File: src/rtl/pac_pkg.sv
// Shared heading and state encodings for the pac-man motion controller.
package pac_pkg;

    typedef enum logic [1:0] {
        DIR_UP    = 2'b00,
        DIR_DOWN  = 2'b01,
        DIR_LEFT  = 2'b10,
        DIR_RIGHT = 2'b11
    } dir_e;

    typedef enum logic [1:0] {
        ST_IDLE    = 2'b00,
        ST_MOVE    = 2'b01,
        ST_BLOCKED = 2'b10
    } state_e;

endpackage

File: src/rtl/pac_tick_gen.sv
// Move-tick generator: one-cycle tick every TICK_DIV cycles, frozen while pause_i is high.
module pac_tick_gen #(
    parameter int TICK_DIV = 1000000
) (
    input  logic clk_i,
    input  logic clr_i,
    input  logic pause_i,
    output logic tick_o
);

    localparam int CW = (TICK_DIV > 2) ? $clog2(TICK_DIV) : 1;
    localparam logic [CW-1:0] TC = CW'(TICK_DIV - 1);

    logic [CW-1:0] cnt_q;
    logic [CW-1:0] cnt_d;

    always_comb begin
        cnt_d = cnt_q;
        if (!pause_i) begin
            cnt_d = (cnt_q == TC) ? '0 : cnt_q + 1'b1;
        end
    end

    always_ff @(posedge clk_i) begin
        if (!clr_i) begin
            cnt_q <= '0;
        end else begin
            cnt_q <= cnt_d;
        end
    end

    assign tick_o = (cnt_q == TC) && !pause_i;

endmodule

File: src/rtl/pac_motion.sv
// Pac-man position controller: latches direction requests, steps on move ticks, clamps at bounds.
// Define PAC_WRAP_EN to wrap horizontally instead of clamping at the left/right bounds.
//
// state      | meaning
// ST_IDLE    | no heading accepted yet, position held
// ST_MOVE    | stepping in dir every move tick
// ST_BLOCKED | reached a bound in the current heading, waiting for a new request
module pac_motion
    import pac_pkg::*;
#(
    parameter int X_W      = 10,
    parameter int Y_W      = 10,
    parameter int X_MIN    = 0,
    parameter int X_MAX    = 639,
    parameter int Y_MIN    = 0,
    parameter int Y_MAX    = 479,
    parameter int X_START  = 300,
    parameter int Y_START  = 200,
    parameter int STEP     = 1,
    parameter int TICK_DIV = 1000000
) (
    input  logic           clk_i,
    input  logic           clr_i,
    input  logic           up_i,
    input  logic           down_i,
    input  logic           left_i,
    input  logic           right_i,
    input  logic           pause_i,
    output logic [X_W-1:0] pac_h_o,
    output logic [Y_W-1:0] pac_v_o,
    output logic [1:0]     dir_o,
    output logic           moving_o,
    output logic           step_pulse_o
);

    localparam logic [X_W:0] X_MAX_E  = (X_W+1)'(X_MAX);
    localparam logic [X_W:0] X_LO_E   = (X_W+1)'(X_MIN + STEP);
    localparam logic [X_W:0] X_STEP_E = (X_W+1)'(STEP);
    localparam logic [Y_W:0] Y_MAX_E  = (Y_W+1)'(Y_MAX);
    localparam logic [Y_W:0] Y_LO_E   = (Y_W+1)'(Y_MIN + STEP);
    localparam logic [Y_W:0] Y_STEP_E = (Y_W+1)'(STEP);

    state_e         state_q, state_d;
    dir_e           dir_q, dir_d;
    dir_e           pend_dir_q, pend_dir_d;
    logic           pend_vld_q, pend_vld_d;
    logic [X_W-1:0] pac_h_q, pac_h_d;
    logic [Y_W-1:0] pac_v_q, pac_v_d;
    logic           step_pulse_q, step_pulse_d;

    logic           tick;
    logic           go;
    dir_e           head;
    logic [X_W:0]   h_inc, h_dec;
    logic [Y_W:0]   v_inc, v_dec;

    pac_tick_gen #(
        .TICK_DIV (TICK_DIV)
    ) u_tick_gen (
        .clk_i   (clk_i),
        .clr_i   (clr_i),
        .pause_i (pause_i),
        .tick_o  (tick)
    );

    // Extended-width sums so overflow/underflow is detected instead of wrapping.
    assign h_inc = {1'b0, pac_h_q} + X_STEP_E;
    assign h_dec = {1'b0, pac_h_q} - X_STEP_E;
    assign v_inc = {1'b0, pac_v_q} + Y_STEP_E;
    assign v_dec = {1'b0, pac_v_q} - Y_STEP_E;

    always_comb begin
        state_d    = state_q;
        dir_d      = dir_q;
        pend_dir_d = pend_dir_q;
        pend_vld_d = pend_vld_q;
        pac_h_d    = pac_h_q;
        pac_v_d    = pac_v_q;
        go         = 1'b0;
        head       = dir_q;

        if (tick) begin
            if (pend_vld_q) begin
                go         = 1'b1;
                head       = pend_dir_q;
                pend_vld_d = 1'b0;
            end else if (state_q == ST_MOVE) begin
                go = 1'b1;
            end
        end

        if (go) begin
            dir_d   = head;
            state_d = ST_MOVE;
            unique case (head)
                DIR_UP: begin
                    if (v_inc < Y_LO_E + Y_STEP_E) begin
                        pac_v_d = Y_W'(Y_MIN);
                        state_d = ST_BLOCKED;
                    end else begin
                        pac_v_d = Y_W'(v_dec);
                    end
                end
                DIR_DOWN: begin
                    if (v_inc > Y_MAX_E) begin
                        pac_v_d = Y_W'(Y_MAX);
                        state_d = ST_BLOCKED;
                    end else begin
                        pac_v_d = Y_W'(v_inc);
                    end
                end
                DIR_LEFT: begin
                    if (h_inc < X_LO_E + X_STEP_E) begin
`ifdef PAC_WRAP_EN
                        pac_h_d = X_W'(X_MAX);
`else
                        pac_h_d = X_W'(X_MIN);
                        state_d = ST_BLOCKED;
`endif
                    end else begin
                        pac_h_d = X_W'(h_dec);
                    end
                end
                DIR_RIGHT: begin
                    if (h_inc > X_MAX_E) begin
`ifdef PAC_WRAP_EN
                        pac_h_d = X_W'(X_MIN);
`else
                        pac_h_d = X_W'(X_MAX);
                        state_d = ST_BLOCKED;
`endif
                    end else begin
                        pac_h_d = X_W'(h_inc);
                    end
                end
                default: ;
            endcase
        end

        // A fresh request lands after consumption so it is kept for the next tick.
        if (up_i || down_i || left_i || right_i) begin
            pend_vld_d = 1'b1;
            if (up_i)        pend_dir_d = DIR_UP;
            else if (down_i) pend_dir_d = DIR_DOWN;
            else if (left_i) pend_dir_d = DIR_LEFT;
            else             pend_dir_d = DIR_RIGHT;
        end

        step_pulse_d = (pac_h_d != pac_h_q) || (pac_v_d != pac_v_q);
    end

    always_ff @(posedge clk_i) begin
        if (!clr_i) begin
            state_q      <= ST_IDLE;
            dir_q        <= DIR_LEFT;
            pend_dir_q   <= DIR_UP;
            pend_vld_q   <= 1'b0;
            pac_h_q      <= X_W'(X_START);
            pac_v_q      <= Y_W'(Y_START);
            step_pulse_q <= 1'b0;
        end else begin
            state_q      <= state_d;
            dir_q        <= dir_d;
            pend_dir_q   <= pend_dir_d;
            pend_vld_q   <= pend_vld_d;
            pac_h_q      <= pac_h_d;
            pac_v_q      <= pac_v_d;
            step_pulse_q <= step_pulse_d;
        end
    end

    assign pac_h_o      = pac_h_q;
    assign pac_v_o      = pac_v_q;
    assign dir_o        = dir_q;
    assign moving_o     = (state_q == ST_MOVE);
    assign step_pulse_o = step_pulse_q;

endmodule

File: config.mk
export PLATFORM = sky130hd
export DESIGN_NAME = pac_motion
export DESIGN_NICKNAME = d
export VERILOG_FILES = /design/src/rtl/pac_pkg.sv /design/src/rtl/pac_tick_gen.sv /design/src/rtl/pac_motion.sv
export SDC_FILE = /design/constraint.sdc
export NUM_CORES = 1
export LEC_CHECK = 0
export ABC_CLOCK_PERIOD_IN_PS = 4750
export CAP_MARGIN = 20
export CORE_ASPECT_RATIO = 2
export CORE_MARGIN = 8
export CORE_UTILIZATION = 59
export CTS_BUF_LIST = sky130_fd_sc_hd__clkbuf_16
export CTS_CLUSTER_SIZE = 25
export DETAILED_ROUTE_END_ITERATION = 10
export PLACE_DENSITY = 0.92
export SLEW_MARGIN = 20
export SYNTH_ARGS = -nofsm -noshare
export SYNTH_HDL_FRONTEND = slang
export SYNTH_SLANG_ARGS = --single-unit
File: constraint.sdc
create_clock -name clk_i -period 4.75 [get_ports clk_i]
set_clock_uncertainty 0.15 [all_clocks]
set_input_delay 1.425 -clock clk_i [delete_from_list [all_inputs] [get_ports clk_i]]
set_output_delay 1.425 -clock clk_i [all_outputs]
set_load 0.01 [all_outputs]
==> qor.yml, run 1 <==
finalWorstSetupSlack_ps: 251.9
io_pins: 31
path_cells: "clkdlybuf4s50_1 > and4b_1 > and4_1 > buf_4 > nand4_1 > nand2_1 > and2_1 > a22o_1 > a21oi_1 > a311oi_1"
drtIter0Drc: 455
synth_top_family_by_area: "simple AND/OR/NAND/NOR gates"
post_cts_resized: 0
crit_path_end_kind: "flip-flop"
cts_sinks: 48
cts_tree: "done"
worst_path_max_delay_cell: "a311oi_1"
routed_wl_um: 14390
yosys-top-cells-count: "nor2_1 (63), nand2_1 (58), dfxtp_1 (48), a21oi_1 (31), clkbuf_1 (27)"
cts.path.max_buffers: 2
crit_type: "in2reg"
synth.largest_area_cell: "dfxtp_1"
ys_seq_elements: 48
antennaDiodeCount: 0
critPathLaunchType: "input pin"
postCtsHoldBufs: 0
ys.flop_type: "dfxtp_1"
drc: 0
port_buffers: 30
worstRegToRegCells: 10
finalCriticalPeriod_ps: 4498
ys_seq_area_frac: 0.2432
drtAntennaViolNets: 0
first_global_vias: 4454
die_height_um: 131.7
synthTopCellsByArea: "dfxtp_1 (24%), nor2_1 (6.0%), nand2_1 (5.5%)"
ys.warnings.count: 0
rsz0062_at_grt: "false"
hold_viol_final: 0
ys_types: 74
cellLeakagePower_nw: 1.645
maxSlewHeadroom: 0.4882
hpwl_um: 10690
numCtsBuffers: 5
synth_top_area_share: 0.2432
dr.pass1.iters: 5
htreeDepth: 2
p_per_area_nw_per_um2: 187.8
cp_slowest_stage_delay_ps: 660
grtUsageTotal: 0.3054
nFillCells: 566
clk_latency_ps: 300
drive_gt1_frac: 0.06690
num_rows: 42
gp_congestion: 1.076
crit_arrival_ps: 4470
tightestPinTransition_ps: 759.7
antenna_found_initial: 0
grt_max_degree: 21
core_area_sq_um: 6569
vdd_drop_max_v: 0.0002260
synth-xor-area-share: 0.05098
syn-cell-area_sq_um: 3951
syn-num-nets: 562
nets: 581
wl_per_cell_um: 21.93
setup_tns_ps: 0
die-area_sq_um: 9730
grt_pass1_wl_um: 23100
vias: 4584
viasPerCell: 6.988
synth_mux_area_frac: 0.01583
synth.most_common_cell: "nor2_1"
postSynthAreaPerCell_sq_um: 7.210
whs_path_depth: 2
area_delta_synth_final_pct: 14.63
overflow: 0
synth_compound_area_frac: 0.2657
clkSlewWorstSetupHoldPaths_ps: 70
fmax_mhz: 222.3
hp-class: "reg2reg"
synth_edf_count: 0
initial_utilization: 0.6015
pre_cts_ws_ps: 151.4
cp.required_ps: 4720
drv_cap: 0
synthAdderAreaFrac: 0.02217
drv_slew: 0
run_status: "completed"
synth_async_sr_flop_share: 0
post-route-period-util: 0.9470
postSynthCellCount: 548
setup_violations: 0
chipWidth_um: 73.87
postCtsSetupRepairBufs: 0
synth_simple_gate_area_frac: 0.3480
cts_root_buf: "clkbuf_16"
worstPathMaxFanout: 10
==> logic make-up after synthesis <==
group | Yosys count
XOR/XNOR | 23
AO/OA/AOI/OAI | 146
multiplexers | 6
AND/OR/NAND/NOR | 263
adder cells (fa/ha/maj) | 7
buffers and inverters | 55
flip-flops | 48
==> layout by cell type, fill, tap and decap left out, types with 7 or more instances in the layout <==
cell / netlist / final
o21ai_0: 20 / 20
nand3_1: 22 / 22
a21oi_1: 31 / 31
clkdlybuf4s50_1: 0 / 30
o2111ai_1: 8 / 8
nand4_1: 15 / 15
nand2b_1: 9 / 9
ha_1: 7 / 7
nor2_1: 63 / 63
a211o_1: 7 / 7
inv_1: 17 / 17
xor2_1: 14 / 14
or3_1: 9 / 9
buf_4: 0 / 19
nor3_1: 21 / 21
xnor2_1: 9 / 9
nand2_1: 58 / 58
a32oi_1: 7 / 7
dfxtp_1: 48 / 48
and3_1: 11 / 11
o31ai_1: 7 / 7
and2_1: 12 / 12
nor4_1: 9 / 9
==> worst paths after layout <==
path,from,endpoint,slack [ps]
max,pause_i,pac_v_o[4],250
min,state_q[1],state_q[1],330
min reg2reg,state_q[1],state_q[1],330
max reg2reg,pac_h_o[0],pac_h_o[2],600
==> flip-flops by register name (all words and copies together), names as in the netlist <==
name              flops
dir_o                 2
pac_h_o              10
pend_dir_q            2
state_q               2
step_pulse_o          1
u_tick_gen.cnt_q     20
pend_vld_q            1
pac_v_o              10
==> metrics by stage <==
stage                 util  std cells  hold slack (ps)  instance area (sq um)  power (W)
floorplan                -        548            286.7                   3951  0.0004322
global placement    0.6634        648            292.6                   4358  0.0004423
detailed placement  0.6634        648            327.9                   4358  0.0004442
CTS                 0.6895        656            336.9                   4529  0.0008504
global route        0.6895        656            359.0                   4529  0.0008707
finish              0.6895        656            333.8                   4529  0.0008508
==> worst max-delay path, delay by kind of cell <==
family / cells / cell delay (ps)
AOI/OAI and AO/OA: 3 / 930
and+or+nand+nor: 5 / 1450
buffers and inverters: 2 / 660
==> routing by layer <==
| layer | global-route usage | share of wire | up-vias |
|---|---|---|---|
| met1 | 0.2919 | 0.33 | 2143 |
| li1 | - | - | 2083 |
| met4 | 0.2399 | 0.082 | 0 |
| met2 | 0.5275 | 0.52 | 269 |
| met5 | 0 | 0 | - |
| met3 | 0.07165 | 0.062 | 89 |
==> area by class of cell <==
class	instances	area, sq um	area share
Clock buffer	5	125.1	0.02762
Sequential cell	48	960.9	0.2122
Clock inverter	3	46.29	0.01022
Tap cell	88	110.1	0.02431
Multi-Input combinational cell	445	2776	0.6130
Inverter	18	67.56	0.01492
Timing Repair Buffer	49	442.9	0.09779
==> power by group <==
group          switching [W]   total, W  internal [W]
Sequential        0.00000486   0.000410      0.000405
Combinational      0.0000146  0.0000253     0.0000107
Clock               0.000165   0.000415      0.000250
Power figures use the tool's default switching activity.
==> inputs of run 2 (changes only) <==
CELL_PAD_IN_SITES_DETAIL_PLACEMENT = 1   (was not set)
CELL_PAD_IN_SITES_GLOBAL_PLACEMENT = 1   (was not set)
CORE_UTILIZATION = 43   (was 59)
PLACE_DENSITY = 0.91   (was 0.92)
==> run 2 against run 1 <==
- critical endpoint is now step_pulse_o
- flip-flop and latch count unchanged
- sequential share of layout area about the same
- final cell count up 2.0%
- critical path depth up 1
- clock power up 3%
- first-iteration DRC count down 55%
==> qor.yml, run 2 (same netlist as run 1, synthesis figures left out) <==
run_status: "completed"
clk_latency_ps: 300  # about the same
nets: 580  # -0.17%
fin_hold_ws_ps: 339.5  # +5.786 ps
io_pins: 31  # unchanged
final_cell_mix: "nor2_1 (63), nand2_1 (58), dfxtp_1 (48), a21oi_1 (31), clkdlybuf4s50_1 (30)"
postCtsHoldBufs: 0  # unchanged
finalCriticalPeriod_ps: 4460  # -37.96 ps
worst_path_max_delay_cell: "clkdlybuf4s50_1"
antenna_found_initial: 0  # unchanged
drv_cap: 0  # unchanged
whs_path_depth: 2  # unchanged
cts_sinks: 48  # unchanged
drv_slew: 0  # unchanged
setup_tns_ps: 0  # unchanged
top_register: "u_tick_gen.cnt_q"
hpwl_um: 12070  # +13%
pre_cts_ws_ps: 68.93  # -82.46 ps
cp.required_ps: 4760  # +40 ps
worstRegToRegCells: 11  # +1
chipWidth_um: 83.78  # +13%
drtAntennaViolNets: 0  # unchanged
crit_arrival_ps: 4480  # about the same
viasPerCell: 6.865  # -1.8%
numCtsBuffers: 5  # unchanged
htreeDepth: 2  # unchanged
die_height_um: 151.6  # +15%
fin_util: 0.5071  # -0.1824
r2r_slack_ps: 700  # +100 ps
grt_max_degree: 21  # unchanged
vias: 4593  # +0.20%
vdd_drop_max_v: 0.0002095  # -7.3%
clkSlewWorstSetupHoldPaths_ps: 70  # about the same
cts_root_buf: "clkbuf_16"
timing.rr.end: "step_pulse_o"
maxSlewHeadroom: 0.4530  # -0.03512
grtUsageTotal: 0.2436  # -0.06183
cp_slowest_stage_delay_ps: 420  # -240 ps
nFillCells: 1155  # +100%
routed_wl_um: 15850  # +10%
final_common_cell: "nor2_1"
crit_type: "in2reg"
cts.path.max_buffers: 2  # unchanged
r2r-start: "pac_h_o[0]"
hold_start: "state_q[1]"
hp-class: "reg2reg"
post_cts_resized: 0  # unchanged
antennaDiodeCount: 0  # unchanged
grt_pass1_wl_um: 24980  # +8.2%
overflow: 0  # unchanged
worstPathMaxFanout: 9  # -1
worstHoldEndpoint: "state_q[1]"
wl_per_cell_um: 23.69  # +8.0%
p_per_area_nw_per_um2: 190.7  # +1.5%
post-route-period-util: 0.9390  # -0.007992
die-area_sq_um: 12700  # +31%
first_global_vias: 4867  # +9.3%
tightestPinTransition_ps: 818.7  # +58.94 ps
critPathLaunchType: "input pin"
num_rows: 49  # +17%
cts_tree: "done"
cellLeakagePower_nw: 1.640  # -0.29%
setup_violations: 0  # unchanged
rsz0062_at_grt: "false"
area_delta_synth_final_pct: 14.88
fmax_mhz: 224.2  # +0.85%
hold_viol_final: 0  # unchanged
drtIter0Drc: 204  # -55%
drive_gt1_frac: 0.06526  # -0.001646
drc: 0  # unchanged
crit_path_end_kind: "flip-flop"
critical_path_buf_inv_count: 2  # unchanged
dr.pass1.iters: 5  # unchanged
gp_congestion: 0.9846  # -8.5%
core_area_sq_um: 8951  # +36%
cp_top_family: "simple AND/OR/NAND/NOR gates"
initial_utilization: 0.4414  # -0.1601
finalWorstSetupSlack_ps: 289.8  # +37.96 ps
largest_register_ffs: 20  # unchanged
postCtsSetupRepairBufs: 0  # unchanged
port_buffers: 30  # unchanged
path_cells: "clkdlybuf4s50_1 > and4b_1 > and4_1 > nand4_1 > nand2_1 > buf_4 > nand2_1 > o2111ai_1 > o2111ai_1 > nor4_1 > a21oi_1"
[run 2: cell count changes in the layout (fill, tap and decap cells not counted)]
cell / delta
buf_4: -1
[run 2: report_power, final]
group | total, W | switching [W] | internal [W] | leakage, nW
clock | 0.000428 | 0.000177 | 0.000251 | 0.0804
combinational | 0.0000273 | 0.0000161 | 0.0000112 | 1.17
sequential | 0.000411 | 0.00000543 | 0.000405 | 0.388
total | 0.000866 | 0.000198 | 0.000667 | 1.64
[run 2: worst max path at each step]
stage                     startpoint           end  slack, ps  depth (start not counted)
after detailed placement     pause_i  step_pulse_o         70                         11
after global placement       pause_i  step_pulse_o        160                         11
after global routing         pause_i  step_pulse_o        140                         11
after CTS                    pause_i  step_pulse_o        360                         11
final                        pause_i  step_pulse_o        290                         11
after floorplan              pause_i  step_pulse_o        970                         11
[run 2: final cells by class]
cell class	count	area [sq um]	share of cell area
Inverter	18	67.56	0.01488
Timing Repair Buffer	48	435.4	0.09592
Clock buffer	5	125.1	0.02756
Multi-Input combinational cell	445	2776	0.6116
Sequential cell	48	960.9	0.2117
Tap cell	102	127.6	0.02811
Clock inverter	3	46.29	0.01020
[run 2: worst reg2reg max path, delay by kind of cell (launching register included)]
| family | cells | cell delay [ps] |
|---|---|---|
| simple gates | 3 | 850 |
| fa+ha+maj | 1 | 410 |
| compound gates | 6 | 1690 |
| buf+inv | 1 | 190 |
| flops | 1 | 630 |
[run 2: per-stage QoR]
step	power, W	area, sq um	instances
finish	0.0008655	4539	669
global route	0.0008854	4539	669
CTS	0.0008660	4539	669
detailed placement	0.0004470	4368	661
global placement	0.0004447	4368	661
floorplan	0.0004322	3951	548
[run 2: per-layer routing]
metal,global-route usage,vias to the layer above,part of all wire
li1,-,2078,-
met2,0.4610,178,0.55
met5,0,-,0
met4,0.2043,0,0.070
met1,0.2189,2249,0.34
met3,0.04122,88,0.041
